<file path="src/rtl/sub_unit_arbiter.sv">
// Round-robin arbiter sharing one memory sub-unit responder between NUM_REQUESTERS
// controllers; a tag FIFO routes in-order read responses back to the issuer.
module sub_unit_arbiter #(
  parameter int NUM_REQUESTERS  = 2,
  parameter int MAX_OUTSTANDING = 4
) (
  input  logic                                      clk,
  input  logic                                      rst,
  input  logic [NUM_REQUESTERS-1:0]                 req_request,
  input  logic [NUM_REQUESTERS-1:0]                 req_new_request,
  input  logic [NUM_REQUESTERS-1:0][31:0]           req_addr,
  input  logic [NUM_REQUESTERS-1:0]                 req_re,
  input  logic [NUM_REQUESTERS-1:0]                 req_we,
  input  logic [NUM_REQUESTERS-1:0][3:0]            req_be,
  input  logic [NUM_REQUESTERS-1:0][31:0]           req_data_in,
  output logic [NUM_REQUESTERS-1:0]                 req_ready,
  output logic [31:0]                               req_data_out,
  output logic [NUM_REQUESTERS-1:0]                 req_data_valid,
  output logic                                      sub_new_request,
  output logic [31:0]                               sub_addr,
  output logic                                      sub_re,
  output logic                                      sub_we,
  output logic [3:0]                                sub_be,
  output logic [31:0]                               sub_data_in,
  input  logic [31:0]                               sub_data_out,
  input  logic                                      sub_data_valid,
  input  logic                                      sub_ready,
  output logic [$clog2(MAX_OUTSTANDING+1)-1:0]      outstanding,
  output logic                                      idle
);
  localparam int TAG_W = (NUM_REQUESTERS > 1) ? $clog2(NUM_REQUESTERS) : 1;
  localparam int PTR_W = (MAX_OUTSTANDING > 1) ? $clog2(MAX_OUTSTANDING) : 1;
  localparam int CNT_W = $clog2(MAX_OUTSTANDING+1);

  logic [TAG_W-1:0] ptr_q, ptr_d, grant, g_hi, g_lo;
  logic             found_hi, found_lo, any_req;
  logic [PTR_W-1:0] wr_ptr_q, wr_ptr_d, rd_ptr_q, rd_ptr_d;
  logic [CNT_W-1:0] count_q, count_d;
  logic [MAX_OUTSTANDING-1:0][TAG_W-1:0] tags_q;
  logic             fifo_full, fifo_empty, ready_ok, accept, push, pop;

  // Cyclic search from ptr: indices >= ptr outrank the wrapped-around ones.
  always_comb begin
    g_hi = '0; g_lo = '0; found_hi = 1'b0; found_lo = 1'b0;
    for (int i = NUM_REQUESTERS-1; i >= 0; i--) begin
      if (req_request[i]) begin
        if (TAG_W'(i) >= ptr_q) begin
          g_hi = TAG_W'(i); found_hi = 1'b1;
        end else begin
          g_lo = TAG_W'(i); found_lo = 1'b1;
        end
      end
    end
    grant   = found_hi ? g_hi : g_lo;
    any_req = found_hi | found_lo;
  end

  assign fifo_full  = (count_q == CNT_W'(MAX_OUTSTANDING));
  assign fifo_empty = (count_q == '0);
  assign ready_ok   = ~rst & sub_ready & ~fifo_full;
  assign accept     = any_req & ready_ok & req_new_request[grant];
  assign push       = accept & req_re[grant];
  assign pop        = ~rst & sub_data_valid & ~fifo_empty;

  always_comb begin
    req_ready = '0;
    if (any_req && ready_ok) req_ready[grant] = 1'b1;
    req_data_valid = '0;
    if (pop) req_data_valid[tags_q[rd_ptr_q]] = 1'b1;
  end

  assign sub_new_request = accept;
  assign sub_addr        = req_addr[grant];
  assign sub_re          = req_re[grant];
  assign sub_we          = req_we[grant];
  assign sub_be          = req_be[grant];
  assign sub_data_in     = req_data_in[grant];
  assign req_data_out    = sub_data_out;
  assign outstanding     = count_q;
  assign idle            = fifo_empty;

  always_comb begin
    ptr_d = ptr_q;
    if (accept) ptr_d = (grant == TAG_W'(NUM_REQUESTERS-1)) ? '0 : grant + 1'b1;
    wr_ptr_d = wr_ptr_q;
    if (push) wr_ptr_d = (wr_ptr_q == PTR_W'(MAX_OUTSTANDING-1)) ? '0 : wr_ptr_q + 1'b1;
    rd_ptr_d = rd_ptr_q;
    if (pop) rd_ptr_d = (rd_ptr_q == PTR_W'(MAX_OUTSTANDING-1)) ? '0 : rd_ptr_q + 1'b1;
    count_d = count_q;
    case ({push, pop})
      2'b10:   count_d = count_q + 1'b1;
      2'b01:   count_d = count_q - 1'b1;
      default: count_d = count_q;
    endcase
  end

  always_ff @(posedge clk or posedge rst) begin
    if (rst) begin
      ptr_q    <= '0;
      wr_ptr_q <= '0;
      rd_ptr_q <= '0;
      count_q  <= '0;
    end else begin
      ptr_q    <= ptr_d;
      wr_ptr_q <= wr_ptr_d;
      rd_ptr_q <= rd_ptr_d;
      count_q  <= count_d;
    end
  end

  // Tag storage needs no reset: entries are only read while count says they are valid.
  always_ff @(posedge clk) begin
    if (push) tags_q[wr_ptr_q] <= grant;
  end

`ifndef SYNTHESIS
  always_ff @(posedge clk) begin
    if (!rst) begin
      assert ((req_new_request & ~req_ready) == '0)
        else $error("issue strobe without ready: %b", req_new_request & ~req_ready);
      assert (!(sub_data_valid && fifo_empty))
        else $error("read response with no read outstanding");
    end
  end
`endif
endmodule

</file>
<file path="config.mk">
export PLATFORM = sky130hd
export DESIGN_NAME = sub_unit_arbiter
export DESIGN_NICKNAME = d
export VERILOG_FILES = /design/src/rtl/sub_unit_arbiter.sv
export SDC_FILE = /design/constraint.sdc
export NUM_CORES = 1
export LEC_CHECK = 0
export ABC_AREA = 1
export BUFFER_PORTS_ARGS = -buffer_cell sky130_fd_sc_hd__buf_4
export CORE_AREA = 2 2 114 116
export CTS_CLUSTER_DIAMETER = 30
export DETAILED_ROUTE_END_ITERATION = 8
export DIE_AREA = 0 0 116 118
export SLEW_MARGIN = 0
export SYNTH_ARGS = -nofsm -noshare
export SYNTH_HDL_FRONTEND = slang
export SYNTH_SLANG_ARGS = --single-unit
</file>
<file path="constraint.sdc">
create_clock -name clk -period 2.55 [get_ports clk]
set_input_delay 0.765 -clock clk [delete_from_list [all_inputs] [get_ports clk]]
set_output_delay 0.765 -clock clk [all_outputs]
set_load 0.01 [all_outputs]
</file>
## Word-level counts from Yosys, hierarchy flattened

Index checks and enable logic that the tools add are counted.

| word-level totals | value |
|---|---|
| register bits | 12 |
| output and inout bits | 111 |
| word-level logic and storage cells | 84 |

| operators by class | value |
|---|---|
| equality and inequality tests | 5 |
| bitwise logic cells | 11 |
| muxes and demuxes | 40 |
| reductions and logical operators | 6 |
| add/subtract/negate cells | 5 |
| $lt $le $gt $ge | 9 |

Operators by type and width:

| operator | number |
|---|---|
| $mux W32 | 4 |
| $mux W1 | 24 |
| $mux W2 | 4 |
| $mux W4 | 2 |
| $and A1 B1 Y1 | 7 |
| $eq A2 B2 Y1 const B | 3 |
| $lt A2 B3 Y1 const B | 2 |
| $pmux W3 S2 | 1 |
| $add A2 B1 Y2 const B | 2 |
| $bwmux W4 | 1 |
| $logic_and A1 B1 Y1 | 4 |
| $lt A1 B2 Y1 const B | 2 |
| $add A3 B1 Y3 const B | 1 |
| $eq A3 B3 Y1 const B | 1 |
| $logic_not A3 Y1 | 1 |
| $not A1 Y1 | 3 |
| $sub A3 B1 Y3 const B | 1 |
| $bmux W1 S2 | 1 |
| $demux W1 S1 | 2 |
| $demux W1 S2 | 1 |
| $eq A2 B1 Y1 const B | 1 |
| $ge A1 B1 Y1 const A | 2 |
| $ge A1 B1 Y1 const B | 2 |
| $ge A2 B1 Y1 const B | 1 |
| 3 further kinds | 3 |

## Longest topological paths before layout

| depth | value |
|---|---|
| depth after elaboration | 12 |
| mapped depth | 12 |

## Least setup slack after synthesis

No wires, ideal clock.

| path | value |
|---|---|
| path type | input -> register |
| from | in rst |
| to | reg count_q[2] (netlist: outstanding[2]) |
| arrival time | 2178 ps |
| path slack | 241 ps |
| data required time | 2419 ps |
| cell stages on the path | 9 |
| path through | inv_1 > nand3_1 > inv_1 > ha_1 > inv_1 > fa_1 > a21oi_1 > o21ai_0 > xor2_1 |

| between the ends | value |
|---|---|
| elaborated cells between the ends (all ways) | 12 |
| those cells by class | eq/ne: 2; mux: 1; bitwise: 8; reduce/logical: 1 |

RTL lines:

| what | RTL line | source |
|---|---|---|
| start, declared | 8 | `input logic rst,` |
| $not A1 Y1 * | 63 | `assign pop = ~rst & sub_data_valid & ~fifo_empty;` |
| $and A1 B1 Y1 * (2 in series) | 63 |  |
| via pop | 40 | `logic fifo_full, fifo_empty, ready_ok, accept, push, pop;` |
| $eq A2 B1 Y1 or $eq A2 B2 Y1 (tied branches) | 90 | `case ({push, pop})` |
| $pmux W3 S2 or $reduce_bool A2 Y1 (tied branches) | n/a |  |
| end signal, assigned | 107 | `count_q <= count_d;` |
| end, declared | 38 | `logic [CNT_W-1:0] count_q, count_d;` |

The timed path passes the listed nets; every way through them passes the cells marked *.
A chain may end at the register's enable or synchronous reset.

## Worst setup path in the final report

| path | value |
|---|---|
| from | in req_request[0] |
| to | out sub_data_in[5] |

| between the ends | value |
|---|---|
| word-level cells in the longest chain between the ends | 4 |
| elaborated cells between the ends (all ways) | 6 |
| those cells by class | mux: 6 |

Ends and longest elaborated chain:

| what | RTL line | source |
|---|---|---|
| start, declared | 9 | `input logic [NUM_REQUESTERS-1:0] req_request,` |
| $mux W1 | 46 | `if (req_request[i]) begin` |
| $mux W1 * | 54 | `grant = found_hi ? g_hi : g_lo;` |
| $mux W32 (implied by the code) * (2 in series) | 77 | `assign sub_data_in = req_data_in[grant];` |
| end, declared | 24 | `output logic [31:0] sub_data_in,` |

Every way passes the cells marked *; elsewhere a longest branch is shown, timed or not. The select of a mux whose other input is x is not followed.

==> impl_metrics.json <==
{
  "ios": 291,
  "fp.dieH_um": 118,
  "dieArea_um2": 13700,
  "crit_path_start_kind": "input port",
  "rsz0062_at_grt": "false",
  "route.met2.wl_um": 3780,
  "async_flop_share_pct": 66.7,
  "synth_warnings": 0,
  "maxCapViolCount": 0,
  "post_cts_buffers": 0,
  "gp_congestion": 0.784,
  "crit_chain": "buf_4 -> nand2_2 -> nand2_4 -> buf_4 -> nand2_1 -> nand2_1 -> buf_4",
  "hold-worst-slack_ns": 0.504,
  "numClockSinks": 12,
  "max_stage_delay_ns": 0.30,
  "fmax_ghz": 0.406,
  "die_w_um": 116,
  "drt_iter0_drc": 55,
  "grt_pass1_vias": 2637,
  "root_buffer": "clkbuf_16",
  "period_share_pct": 96.6,
  "status": "finished clean",
  "syn_nets": 535,
  "initial_core_util_pct": 15.4,
  "wl_um": 7770,
  "yosys_most_used_dff": "dfrtp_1",
  "reg2reg_slack_ns": 0.55,
  "r2r_cells": 11,
  "seq_area_frac_synth_pct": 16.7,
  "fin_crit_ns": 2.46,
  "synth_area_um2": 1920,
  "cts_buffer_depth": 2,
  "area_growth_pct": 93.4,
  "finClkSkew_ns": 0.000860,
  "ir_drop_v": 0.000219,
  "cts_tree": "done",
  "synth_cells": 348,
  "slew_headroom_pct": 81.2,
  "slowest_stage": "buf_4",
  "critPathRequiredTime_ns": 1.79,
  "htreeDepth": 1,
  "finalSetupViolations": 0,
  "p_per_area_nw_per_um2": 535,
  "dp_hpwl_um": 6740,
  "dp.cells": 708,
  "grt_max_degree": 43,
  "worst_pin_slew_ns": 0.281,
  "hp-start": "ptr_q",
  "min_to": "ptr_q",
  "first_pass_iters": 4,
  "drc": 0,
  "fin_cells": 712,
  "antenna_cells": 0,
  "arrival_ns": 1.70,
  "avgSynthCellArea_um2": 5.50,
  "drive_gt1_share_pct": 48.1,
  "wl_per_cell_um": 10.9,
  "finalMaxSlewViolations": 0,
  "cp_max_fo": 26,
  "synth.distinct_cells": 24,
  "clk_pin_slew_worst_paths_ns": 0.04,
  "grt_remaining_overflow": 0,
  "core_area_um2": 12400,
  "finalSetupTns_ns": 0,
  "numCtsBuffers": 3,
  "hold_depth": 2,
  "grt_pass1_wl_um": 12400,
  "via_count": 2614,
  "report.final.hold_viol_count": 0,
  "wl_met3_um": 710,
  "worstHoldPathType": "register to register",
  "rr_endpoint": "outstanding[2]",
  "nets": 728,
  "antenna_left": 0,
  "clk-insertion-delay-late_ns": 0.24,
  "power_leakage_nw": 2.22,
  "ys_ff_latch": 12,
  "timing.rr.start": "outstanding[0]",
  "cp_common_cell": "buf_4",
  "antenna_found_initial": 0,
  "port-buffer-count": 226,
  "grtUsageTotal_pct": 11.0,
  "synth-edff-count": 4,
  "endpoint_kind": "output port",
  "drt-met1-wl_um": 3250,
  "routed_via_density": 3.67,
  "top_layer": "met4",
  "row_count": 41,
  "crit_type": "input port to output port"
}
## layout by cell type (no fill, tap or decap), drive strengths merged
| master | Yosys | layout |
|---|---|---|
| a21oi | 2 | 2 |
| buf | 39 | 234 |
| clkbuf | 7 | 3 |
| clkinv | 0 | 1 |
| dfrtp | 8 | 8 |
| edfxtp | 4 | 4 |
| fa | 1 | 1 |
| ha | 6 | 6 |
| inv | 22 | 22 |
| nand2 | 232 | 232 |
| nand3 | 7 | 7 |
| nand4 | 2 | 2 |
| nor2 | 12 | 12 |
| o21ai | 4 | 4 |
| xnor2 | 1 | 1 |
| xor2 | 1 | 1 |
## cell usage after synthesis (4+ instances only)
cell type    n  area [um2]
buf_2        7        35.0
buf_4       32         240
clkbuf_1     7        26.3
dfrtp_1      8         200
edfxtp_1     4         120
ha_1         6        75.1
inv_1       16        60.1
inv_2        6        22.5
nand2_1    224         841
nand2_2      4        25.0
nand2_4      4        45.0
nand3_1      6        30.0
nor2_1       4        15.0
nor2_2       5        31.3
## layout make-up
type                       instances  area, um2
fill                            1421       8710
timing repair buffer             234       1790
multi-input combinational        268       1210
sequential                        12        320
tap                              172        215
inverter                          22       85.1
clock buffer                       3       75.1
clock inverter                     1       3.75
## layer usage
| metal | global-route usage, % | up-vias |
|---|---|---|
| met2 | 19.6 | 129 |
| met5 | 0 | - |
| met3 | 2.94 | 4 |
| met1 | 13.5 | 1092 |
| met4 | 1.56 | 0 |
| li1 | - | 1389 |
## worst max path at each step
stage / to / cells after the start / from
2_1_floorplan: outstanding[2] / 9 / rst
3_3_place_gp: sub_data_in[5] / 7 / req_request[0]
3_5_place_dp: sub_data_in[5] / 7 / req_request[0]
4_1_cts: sub_data_in[5] / 7 / req_request[0]
5_1_grt: sub_data_in[27] / 7 / req_request[0]
6_report: sub_data_in[5] / 7 / req_request[0]
## repair_timing
item	in CTS	in global routing
endpoints found under the setup margin	0	1
hold buffers	0	0
gates resized for setup	0	1
## critical path, delay by kind of cell
family	cells	cell delay (ns)
simple gates	4	0.41
buf+inv	3	0.52
## cells by family after synthesis
family | after synthesis | share of synthesized area [%]
AO/OA/AOI/OAI | 6 | 1.57
XOR/XNOR | 2 | 0.915
adder cells (fa/ha/maj) | 7 | 4.96
buffers and inverters | 68 | 20.1
flip-flops | 12 | 16.7
AND/OR/NAND/NOR | 253 | 55.8
## registers in the layout, summed over array words and instances, names as in the netlist
register     cells
rd_ptr_q         2
ptr_q            1
wr_ptr_q         2
tags_q           4
outstanding      3
## where the power goes
group          internal, mW  leakage [nW]  switching (mW)  total, mW
logic                 0.665          2.04           0.696       1.36
registers             0.267         0.134          0.0618      0.328
clock network         0.207        0.0385          0.0858      0.293
## per-stage QoR
step                      util [%]  power [mW]  setup WS (ns)  instance area [um2]
after floorplan                  -        1.06          0.241                 1920
after global placement        29.2        1.71         0.0953                 3620
after detailed placement      29.2        1.72         0.0773                 3620
after CTS                     29.8        2.02         0.0744                 3700
after global routing          29.8        2.19        0.00609                 3700
final                         29.8        1.98         0.0859                 3700
Power figures use the tool's default switching activity.
